<file path="src/rtl/keypad_pkg.sv">
// Shared types and lookup helpers for the 4x4 matrix keypad scanner.
package keypad_pkg;

  localparam int unsigned NUM_ROWS = 4;
  localparam int unsigned NUM_COLS = 4;

  typedef enum logic [1:0] {
    CLS_NONE   = 2'd0,
    CLS_SINGLE = 2'd1,
    CLS_MULTI  = 2'd2
  } key_cls_e;

  typedef enum logic {
    ST_IDLE    = 1'b0,
    ST_PRESSED = 1'b1
  } key_state_e;

  // Pmod KYPD legend: row0 "123A", row1 "456B", row2 "789C", row3 "0FED".
  function automatic logic [3:0] key_code_of(input logic [1:0] r, input logic [1:0] c);
    logic [3:0] code;
    case ({r, c})
      4'h0: code = 4'h1;  4'h1: code = 4'h2;  4'h2: code = 4'h3;  4'h3: code = 4'hA;
      4'h4: code = 4'h4;  4'h5: code = 4'h5;  4'h6: code = 4'h6;  4'h7: code = 4'hB;
      4'h8: code = 4'h7;  4'h9: code = 4'h8;  4'hA: code = 4'h9;  4'hB: code = 4'hC;
      4'hC: code = 4'h0;  4'hD: code = 4'hF;  4'hE: code = 4'hE;  default: code = 4'hD;
    endcase
    return code;
  endfunction

  function automatic logic [3:0] col_drive(input logic [1:0] idx);
    return ~(4'b0001 << idx);
  endfunction

endpackage

</file>
<file path="src/rtl/keypad_frame_debounce.sv">
// Frame-level debouncer: a classification must repeat for DEBOUNCE_SCANS frames before it is accepted.
module keypad_frame_debounce
  import keypad_pkg::*;
#(
  parameter int unsigned DEBOUNCE_SCANS = 4
) (
  input  logic       clk_i,
  input  logic       rst_i,
  input  logic       frame_valid_i,
  input  key_cls_e   cls_i,
  input  logic [3:0] code_i,
  output logic       accept_o,
  output key_cls_e   acc_cls_o,
  output logic [3:0] acc_code_o
);

  localparam int unsigned CW = $clog2(DEBOUNCE_SCANS + 1);
  localparam logic [CW-1:0] CNT_MAX = CW'(DEBOUNCE_SCANS);

  key_cls_e      cand_cls_q;
  logic [3:0]    cand_code_q;
  logic [CW-1:0] cnt_q;
  logic          accept_q;

  always_ff @(posedge clk_i or posedge rst_i) begin
    if (rst_i) begin
      cand_cls_q  <= CLS_NONE;
      cand_code_q <= '0;
      cnt_q       <= '0;
      accept_q    <= 1'b0;
    end else begin
      accept_q <= 1'b0;
      if (frame_valid_i) begin
        if (cls_i == cand_cls_q && code_i == cand_code_q) begin
          // Saturating count means acceptance fires only once per candidate.
          if (cnt_q != CNT_MAX) begin
            cnt_q    <= cnt_q + CW'(1);
            accept_q <= (cnt_q + CW'(1)) == CNT_MAX;
          end
        end else begin
          cand_cls_q  <= cls_i;
          cand_code_q <= code_i;
          cnt_q       <= CW'(1);
          accept_q    <= (DEBOUNCE_SCANS == 1);
        end
      end
    end
  end

  assign accept_o   = accept_q;
  assign acc_cls_o  = cand_cls_q;
  assign acc_code_o = cand_code_q;

endmodule

</file>
<file path="src/rtl/keypad_scanner.sv">
// 4x4 keypad scanner: column rotation, row synchronizer, frame classification and key-event FSM.
module keypad_scanner
  import keypad_pkg::*;
#(
  parameter int unsigned SCAN_DIV       = 100000,
  parameter int unsigned DEBOUNCE_SCANS = 4
) (
  input  logic       clock,
  input  logic       reset,
  output logic [3:0] col,
  input  logic [3:0] row,
  output logic [3:0] key_code,
  output logic       key_valid,
  output logic       key_held
);

  localparam int unsigned DW = $clog2(SCAN_DIV);
  localparam logic [DW-1:0] DIV_LAST = DW'(SCAN_DIV - 1);

  logic [3:0]    row_meta_q, row_sync_q;
  logic [DW-1:0] div_q;
  logic [1:0]    col_idx_q;
  logic [3:0]    col_q;
  logic [15:0]   frame_q, frame_d;
  logic          col_last, frame_end;
  key_cls_e      cls;
  logic [3:0]    cls_code;
  logic          accept;
  key_cls_e      acc_cls;
  logic [3:0]    acc_code;
  key_state_e    state_q;
  logic [3:0]    key_code_q;
  logic          key_valid_q, key_held_q;

  assign col_last  = (div_q == DIV_LAST);
  assign frame_end = col_last && (col_idx_q == 2'd3);

  // Frame bit c*4+r is high when key (r,c) is down; current column merged in so the
  // frame can be classified on the same edge that samples column 3.
  always_comb begin
    frame_d = frame_q;
    frame_d[{col_idx_q, 2'b00} +: 4] = ~row_sync_q;
  end

  always_comb begin
    logic [4:0] n;
    logic [3:0] code;
    n    = '0;
    code = '0;
    for (int unsigned c = 0; c < NUM_COLS; c++) begin
      for (int unsigned r = 0; r < NUM_ROWS; r++) begin
        if (frame_d[c*NUM_ROWS + r]) begin
          n    = n + 5'd1;
          code = key_code_of(r[1:0], c[1:0]);
        end
      end
    end
    cls      = (n == 5'd0) ? CLS_NONE : (n == 5'd1) ? CLS_SINGLE : CLS_MULTI;
    cls_code = (n == 5'd1) ? code : 4'h0;
  end

  always_ff @(posedge clock or posedge reset) begin
    if (reset) begin
      row_meta_q <= '1;
      row_sync_q <= '1;
      div_q      <= '0;
      col_idx_q  <= '0;
      col_q      <= 4'b1110;
      frame_q    <= '0;
    end else begin
      row_meta_q <= row;
      row_sync_q <= row_meta_q;
      if (col_last) begin
        div_q     <= '0;
        col_idx_q <= col_idx_q + 2'd1;
        col_q     <= col_drive(col_idx_q + 2'd1);
        frame_q   <= frame_d;
      end else begin
        div_q <= div_q + DW'(1);
      end
    end
  end

  keypad_frame_debounce #(
    .DEBOUNCE_SCANS(DEBOUNCE_SCANS)
  ) u_debounce (
    .clk_i        (clock),
    .rst_i        (reset),
    .frame_valid_i(frame_end),
    .cls_i        (cls),
    .code_i       (cls_code),
    .accept_o     (accept),
    .acc_cls_o    (acc_cls),
    .acc_code_o   (acc_code)
  );

  always_ff @(posedge clock or posedge reset) begin
    if (reset) begin
      state_q     <= ST_IDLE;
      key_code_q  <= '0;
      key_valid_q <= 1'b0;
      key_held_q  <= 1'b0;
    end else begin
      key_valid_q <= 1'b0;
      if (accept) begin
        case (acc_cls)
          CLS_SINGLE: begin
            if (state_q == ST_IDLE || acc_code != key_code_q) begin
              state_q     <= ST_PRESSED;
              key_code_q  <= acc_code;
              key_held_q  <= 1'b1;
              key_valid_q <= 1'b1;
            end
          end
          CLS_NONE: begin
            if (state_q == ST_PRESSED) begin
              state_q    <= ST_IDLE;
              key_held_q <= 1'b0;
            end
          end
          default: ;
        endcase
      end
    end
  end

  assign col       = col_q;
  assign key_code  = key_code_q;
  assign key_valid = key_valid_q;
  assign key_held  = key_held_q;

endmodule

</file>
<file path="config.mk">
export PLATFORM = sky130hd
export DESIGN_NAME = keypad_scanner
export DESIGN_NICKNAME = d
export VERILOG_FILES = /design/src/rtl/keypad_pkg.sv /design/src/rtl/keypad_frame_debounce.sv /design/src/rtl/keypad_scanner.sv
export SDC_FILE = /design/constraint.sdc
export NUM_CORES = 1
export LEC_CHECK = 0
export BUFFER_PORTS_ARGS = -buffer_cell sky130_fd_sc_hd__buf_4
export CAP_MARGIN = 20
export CORE_ASPECT_RATIO = 1.5
export CORE_UTILIZATION = 36
export DETAILED_ROUTE_END_ITERATION = 6
export GPL_ROUTABILITY_DRIVEN = 0
export SLEW_MARGIN = 10
export SYNTH_ARGS = -nofsm -noshare
export SYNTH_HDL_FRONTEND = slang
export SYNTH_HIERARCHICAL = 1
export SYNTH_SLANG_ARGS = --single-unit
</file>
<file path="constraint.sdc">
create_clock -name clock -period 14.5 [get_ports clock]
set_input_delay 0.725 -clock clock [delete_from_list [all_inputs] [get_ports clock]]
set_output_delay 0.725 -clock clock [all_outputs]
set_load 0.005 [all_outputs]
</file>
==> flow_summary_export.csv, run 1 <==
group,metric,value,unit
finish,fillerInstances,1278,
grt,first_global_vias,3626,
worst_setup_path,critPathKind,"reg2reg",
clock_tree,cts_root_buf,"clkbuf_16",
yosys,ys_warn_count,6,
pwr,ir_drop,88.9,uV
finish,syn_to_final_growth,13.0,%
floorplanning,dieArea,13600,sq um
clock_tree,insertion_delay,330,ps
sta,max_clock_freq,0.0799,GHz
finish,most-common-layout-cells,"nor2_1 (57), dfrtp_1 (53), nand2_1 (39)",
worst_setup_path,crit_path_top_delay_cell,"dfrtp_1",
yosys,synth_top_area_cell,"dfrtp_1",
yosys,synth_edf_count,0,
clock_tree,hold_buffers,0,
floorplanning,design.core.area,12900,sq um
clock_tree,h-tree-depth,3,
drt,via_per_inst,5.24,
finish,drive_gt1_share,16.2,%
worst_setup_path,crit_top_cell,"ha_1",
floorplanning,core.rowCount,51,
worst_setup_path,cp_data_required_time,14720,ps
sta,period_share,86.3,%
sta,slew_viol_final,0,
yosys,synth-async-reset-ratio,100,%
run,max-cap-violations,0,
clock_tree,clk_path_buf_depth,2,
yosys,synth_ff_type,"dfrtp_1",
sta,tightest_slew,906,ps
yosys,ys_types,73,
floorplanning,start_util,36.8,%
sta,setup-violations-final,0,
yosys,synth_seq_area_share,34.1,%
yosys,synth_area,4740,sq um
sta,fin_skew,15.9,ps
grt,antenna_found_initial,0,
placement,detailed_place.area,5000,sq um
grt,grt_pass1_wl,16700,um
yosys,synth_top_cell_area_share,28.0,%
finish,design_area,5350,sq um
sta,finalSetupTns,0,ps
yosys,synth.top_cells.by_area,"dfrtp_1 (28%), dfstp_2 (6.1%), xnor2_1 (5.9%), ha_1 (5.8%), xor2_1 (5.0%)",
clock_tree,cts_resized,0,
drt,drt_wl_total,9710,um
clock_tree,cts_tree,"yes",
drt,drtIter0Drc,131,
placement,place.port_buffers,15,
worst_setup_path,arrival,12740,ps
finish,nNetsFinal,549,
finish,final_common_cell,"nor2_1",
pwr,pwr_density_cell,94.8,nW/um^2
drt,vias,3589,
floorplanning,die_w,95.7,um
worst_setup_path,end_kind,"flip-flop",
sta,hold_viol_final,0,
sta,rsz0062_at_grt,"no",
grt,grt_use_total,15.8,%
clock_tree,cts.sinks,64,
min_path,min_path_type,"reg2reg",
floorplanning,io_pins,16,
worst_setup_path,crit_path_max_incr_delay,570,ps
floorplanning,die-height,143,um
worst_setup_path,startpoint_type,"flip-flop",
yosys,syn_area_per_cell,9.33,sq um
drt,ant_nets,0,
clock_tree,post_cts_buffers,0,
drt,drc_errors,0,
sta,timing.final.crit_period,12520,ps
yosys,synth_nets,536,
sta,relSlewSlack,37.9,%
grt,grt.overflow.total,0,
yosys,synth_seq_cells,64,
clock_tree,clk_pin_slew,60,ps
status,outcome,"complete, no violations",
worst_setup_path,critPathMaxFanout,12,
placement,hpwl,7310,um
yosys,synth_cells,508,
drt,dr.pass1.iters,6,
grt,grt_max_degree,55,
finish,n_antenna_cell,0,
pwr,p_leak,2.33,nW
clock_tree,cts_buffers,9,
drt,wire_per_inst,14.2,um
[per-stage QoR]
step / worst slack, ps / instances / hold slack [ps] / power (mW) / utilization (%)
3_5_place_dp: 1990 / 669 / 347 / 0.256 / 38.8
5_1_grt: 924 / 685 / 358 / 0.531 / 41.5
4_1_cts: 1980 / 685 / 355 / 0.514 / 41.5
2_1_floorplan: 3290 / 508 / 345 / 0.242 / -
3_3_place_gp: 2480 / 669 / 346 / 0.253 / 38.8
6_report: 1980 / 685 / 349 / 0.508 / 41.5
[flip-flops by register name, summed over array words and instances (netlist names)]
signal and cells:
col 4, row_meta_q 4, div_q 17, u_debounce/acc_cls_o 2, col_idx_q 2, key_held 1
key_code 4, u_debounce/accept_o 1, row_sync_q 4, u_debounce/acc_code_o 4, state_q 1, key_valid 1
u_debounce/cnt_q 3, frame_q 16
[power by group]
group          total [mW]  internal [mW]  leakage [nW]  switching, mW
Sequential          0.182          0.181         0.841        0.00141
Clock               0.255          0.173         0.165         0.0823
Combinational      0.0700         0.0300          1.33         0.0400
[path summary, 6_finish.rpt]
path,startpoint,end,slack (ps),cells after the start
max in group asynchronous,reset,frame_q[1],13430,3
setup reg to reg,col_idx_q[0],u_debounce/cnt_q[0],1980,52
hold reg to reg,row_meta_q[2],row_sync_q[2],350,0
hold / removal,row_meta_q[2],row_sync_q[2],350,0
setup / recovery,col_idx_q[0],u_debounce/cnt_q[0],1980,52
min in group asynchronous,reset,u_debounce/accept_o,380,2
[cells in the mapped netlist, types with 3 or more instances]
master,number
nand3b_1,4
nand2b_1,9
mux2i_1,14
o22a_1,3
and2_1,4
ha_1,22
nand4b_1,3
clkbuf_1,10
dfstp_2,11
nor4_1,3
nor2b_1,11
and3_1,3
o21ai_0,19
nand4_1,4
nand3_1,19
inv_1,28
or2_2,3
a31oi_1,4
a21oi_1,27
nand2_1,39
o22ai_1,7
nor3_1,11
xor2_1,27
or3_1,3
xor2_2,3
xnor2_2,4
nor2_1,57
dfrtp_1,53
nor4b_1,3
mux2_2,8
xnor2_1,32
o211ai_1,4
a32oi_1,3
[final cells by class]
cell class,instances,area [sq um],share of cell area [%]
inverters,28,105,1.96
repair buffers,18,135,2.52
flip-flops and latches,64,1620,30.2
multi-input cells,400,2950,55.0
clock inverters,6,114,2.13
clock buffers,10,239,4.46
well taps,159,199,3.72
[layer usage]
layer | GRT usage [%] | part of all wire, % | up-vias
li1 | - | - | 1796
met1 | 17.5 | 42 | 1737
met2 | 28.2 | 54 | 41
met3 | 3.47 | 1.9 | 15
met4 | 7.07 | 2.2 | 0
met5 | 0 | 0 | -
[worst max-delay path: cells and delay by family, from the launching register on]
| kind | cells | cell delay [ps] |
|---|---|---|
| AOI/OAI and AO/OA | 9 | 1910 |
| muxes | 4 | 1260 |
| and+or+nand+nor | 18 | 2980 |
| buffers and inverters | 2 | 310 |
| DFF | 1 | 570 |
| adders and majority gates | 14 | 4330 |
| xor gates and xnor gates | 5 | 1070 |
[logic make-up (layout without fill, tap and decap cells)]
logic type | Yosys count | after routing | synth area share (%)
and+or+nand+nor | 189 | 189 | 21.1
buffers and inverters | 44 | 62 | 3.78
AOI/OAI and AO/OA | 88 | 88 | 12.1
DFF | 64 | 64 | 34.1
adders and majority gates | 23 | 23 | 6.02
xor gates and xnor gates | 71 | 71 | 15.9
muxes | 29 | 29 | 7.02
(Power assumes the default switching activity.)
==> inputs of run 2 (changes only) <==
--- a/config.mk
+++ b/config.mk
@@ -5,6 +5,7 @@
 export SDC_FILE = /design/constraint.sdc
 export NUM_CORES = 1
 export LEC_CHECK = 0
+export ABC_AREA = 1
 export BUFFER_PORTS_ARGS = -buffer_cell sky130_fd_sc_hd__buf_4
 export CAP_MARGIN = 20
 export CORE_ASPECT_RATIO = 1.5
==> run 2 against run 1 <==
Utilization shrank 0.18 points. Clock skew shrank 8.0 ps. Total power down 12%. First-iteration DRC count is 2.3% higher. Setup slack improved by 2200 ps. Critical path depth increased by 17.
==> flow_summary_export.csv, run 2 <==
group,metric,value,unit
yosys,synth-async-reset-ratio,100,%
clock_tree,h-tree-depth,3,
drt,via_per_inst,4.81,
floorplanning,core.rowCount,52,
worst_setup_path,arrival,10470,ps
floorplanning,die-height,146,um
finish,fillerInstances,1493,
worst_setup_path,cp_data_required_time,14690,ps
yosys,synth_ff_type,"dfrtp_1",
sta,tightest_slew,710,ps
placement,hpwl,8920,um
sta,hold_viol_final,0,
sta,relSlewSlack,51.4,%
grt,first_global_vias,4420,
yosys,synth.top_cells.by_area,"dfrtp_1 (27%), nand2_1 (17%), inv_1 (11%), nand3_1 (6.3%), dfstp_2 (5.8%)",
yosys,synth_area,5000,sq um
floorplanning,design.core.area,13500,sq um
floorplanning,start_util,37.0,%
sta,max_clock_freq,0.0973,GHz
clock_tree,cts_tree,"yes",
yosys,synth_nets,783,
clock_tree,insertion_delay,320,ps
yosys,synth_top_cell_area_share,26.5,%
floorplanning,dieArea,14400,sq um
drt,drc_errors,0,
clock_tree,cts_root_buf,"clkbuf_16",
worst_setup_path,crit_path_max_incr_delay,490,ps
grt,grt.overflow.total,0,
worst_setup_path,critPathMaxFanout,15,
floorplanning,die_w,98.3,um
sta,fin_skew,7.92,ps
pwr,finalPower,0.447,mW
clock_tree,clk_path_buf_depth,2,
clock_tree,post_cts_buffers,0,
worst_setup_path,critPathKind,"reg2reg",
yosys,synth_seq_cells,64,
sta,slew_viol_final,0,
worst_setup_path,crit_top_cell,"nand2_1",
finish,regMostFlops,"div_q",
finish,most-common-layout-cells,"nand2_1 (222), inv_1 (141), nand3_1 (63)",
finish,syn_to_final_growth,11.8,%
sta,finalSetupTns,0,ps
drt,drtIter0Drc,134,
finish,n_antenna_cell,0,
finish,final_common_cell,"nand2_1",
yosys,netlist_top_cells_count,"nand2_1 (222), inv_1 (142), nand3_1 (63)",
grt,grt_max_degree,55,
clock_tree,hold_buffers,0,
finish,largest_reg_flops,17,
yosys,synth_seq_area_share,32.3,%
yosys,synth_top_area_cell,"dfrtp_1",
clock_tree,clk_pin_slew,50,ps
run,max-cap-violations,0,
grt,grt_pass1_wl,19300,um
finish,reg_top3,"div_q (17), frame_q (16)",
sta,timing.final.crit_period,10280,ps
finish,nNetsFinal,807,
status,outcome,"complete, no violations",
yosys,syn_area_per_cell,6.63,sq um
yosys,synth_edf_count,0,
grt,grt_use_total,16.3,%
floorplanning,io_pins,16,
yosys,yosysMostFrequentCell,"nand2_1",
worst_setup_path,end_kind,"flip-flop",
finish,drive_gt1_share,14.3,%
pwr,ir_drop,65.9,uV
clock_tree,cts_buffers,9,
finish,post-route-util,41.3,%
worst_setup_path,startpoint_type,"flip-flop",
clock_tree,cts.sinks,64,
pwr,p_leak,3.03,nW
placement,place.port_buffers,15,
grt,antenna_found_initial,0,
drt,drt_wl_total,11100,um
drt,vias,4551,
yosys,synth_cells,755,
drt,wire_per_inst,11.7,um
pwr,pwr_density_cell,79.8,nW/um^2
sta,period_share,70.9,%
min_path,min_path_type,"reg2reg",
drt,ant_nets,0,
yosys,ys_types,45,
drt,dr.pass1.iters,4,
sta,setup-violations-final,0,
worst_setup_path,crit_path_top_delay_cell,"dfrtp_1",
clock_tree,cts_resized,0,
sta,rsz0062_at_grt,"no",
yosys,ys_warn_count,6,
-- run 2: path summary, 6_finish.rpt --
| kind | from | cells past startpoint | slack [ps] | endpoint |
|---|---|---|---|---|
| worst max-delay path | col_idx_q[0] | 69 | 4220 | u_debounce/acc_code_o[1] |
| worst min-delay path | row_meta_q[3] | 0 | 350 | row_sync_q[3] |
| worst max register to register | col_idx_q[0] | 69 | 4220 | u_debounce/acc_code_o[1] |
| worst min register to register | row_meta_q[3] | 0 | 350 | row_sync_q[3] |
| max in group asynchronous | reset | 3 | 13450 | div_q[14] |
| min in group asynchronous | reset | 2 | 400 | u_debounce/acc_code_o[2] |
-- run 2: where the power goes --
| part | switching (mW) | total, mW | leakage (nW) | internal, mW |
|---|---|---|---|---|
| Combinational | 0.0365 | 0.0555 | 2.05 | 0.0190 |
| Sequential | 0.000480 | 0.181 | 0.841 | 0.181 |
| Clock | 0.0775 | 0.210 | 0.142 | 0.132 |
-- run 2: cells by family after synthesis --
group	after synthesis	share of synthesized area (%)
buffers and inverters	154	12.0
AND/OR/NAND/NOR	421	38.4
adder cells (fa/ha/maj)	22	5.50
flip-flops	64	32.3
XOR/XNOR	5	1.03
AO/OA/AOI/OAI	89	10.8
-- run 2: through the flow --
step                      area [sq um]  std cells  setup slack [ps]  hold WS (ps)
after floorplan                   5000        755              5010           345
after global placement            5300        929              4390           346
after detailed placement          5300        929              4150           347
after CTS                         5590        945              4140           355
after global routing              5600        946              3120           359
final                             5600        946              4220           354
-- run 2: critical path: cells and delay by family (launching register included) --
kind / cells / cell delay [ps]
flops: 1 / 490
buf+inv: 11 / 800
compound gates: 4 / 580
fa+ha+maj: 15 / 4250
simple gates: 39 / 4040
-- run 2: area by class of cell --
type	count	area [sq um]	share of cell area [%]
multi-input cells	537	2790	49.8
flip-flops and latches	64	1620	28.9
inverters	148	558	9.97
clock buffers	10	229	4.09
well taps	162	203	3.62
repair buffers	19	140	2.50
clock inverters	6	61.3	1.10
-- run 2: layer usage --
metal	GRT usage, %	wire, um
met5	0	0
met4	3.96	131
met3	1.72	190
met2	33.4	6390
met1	17.1	4380
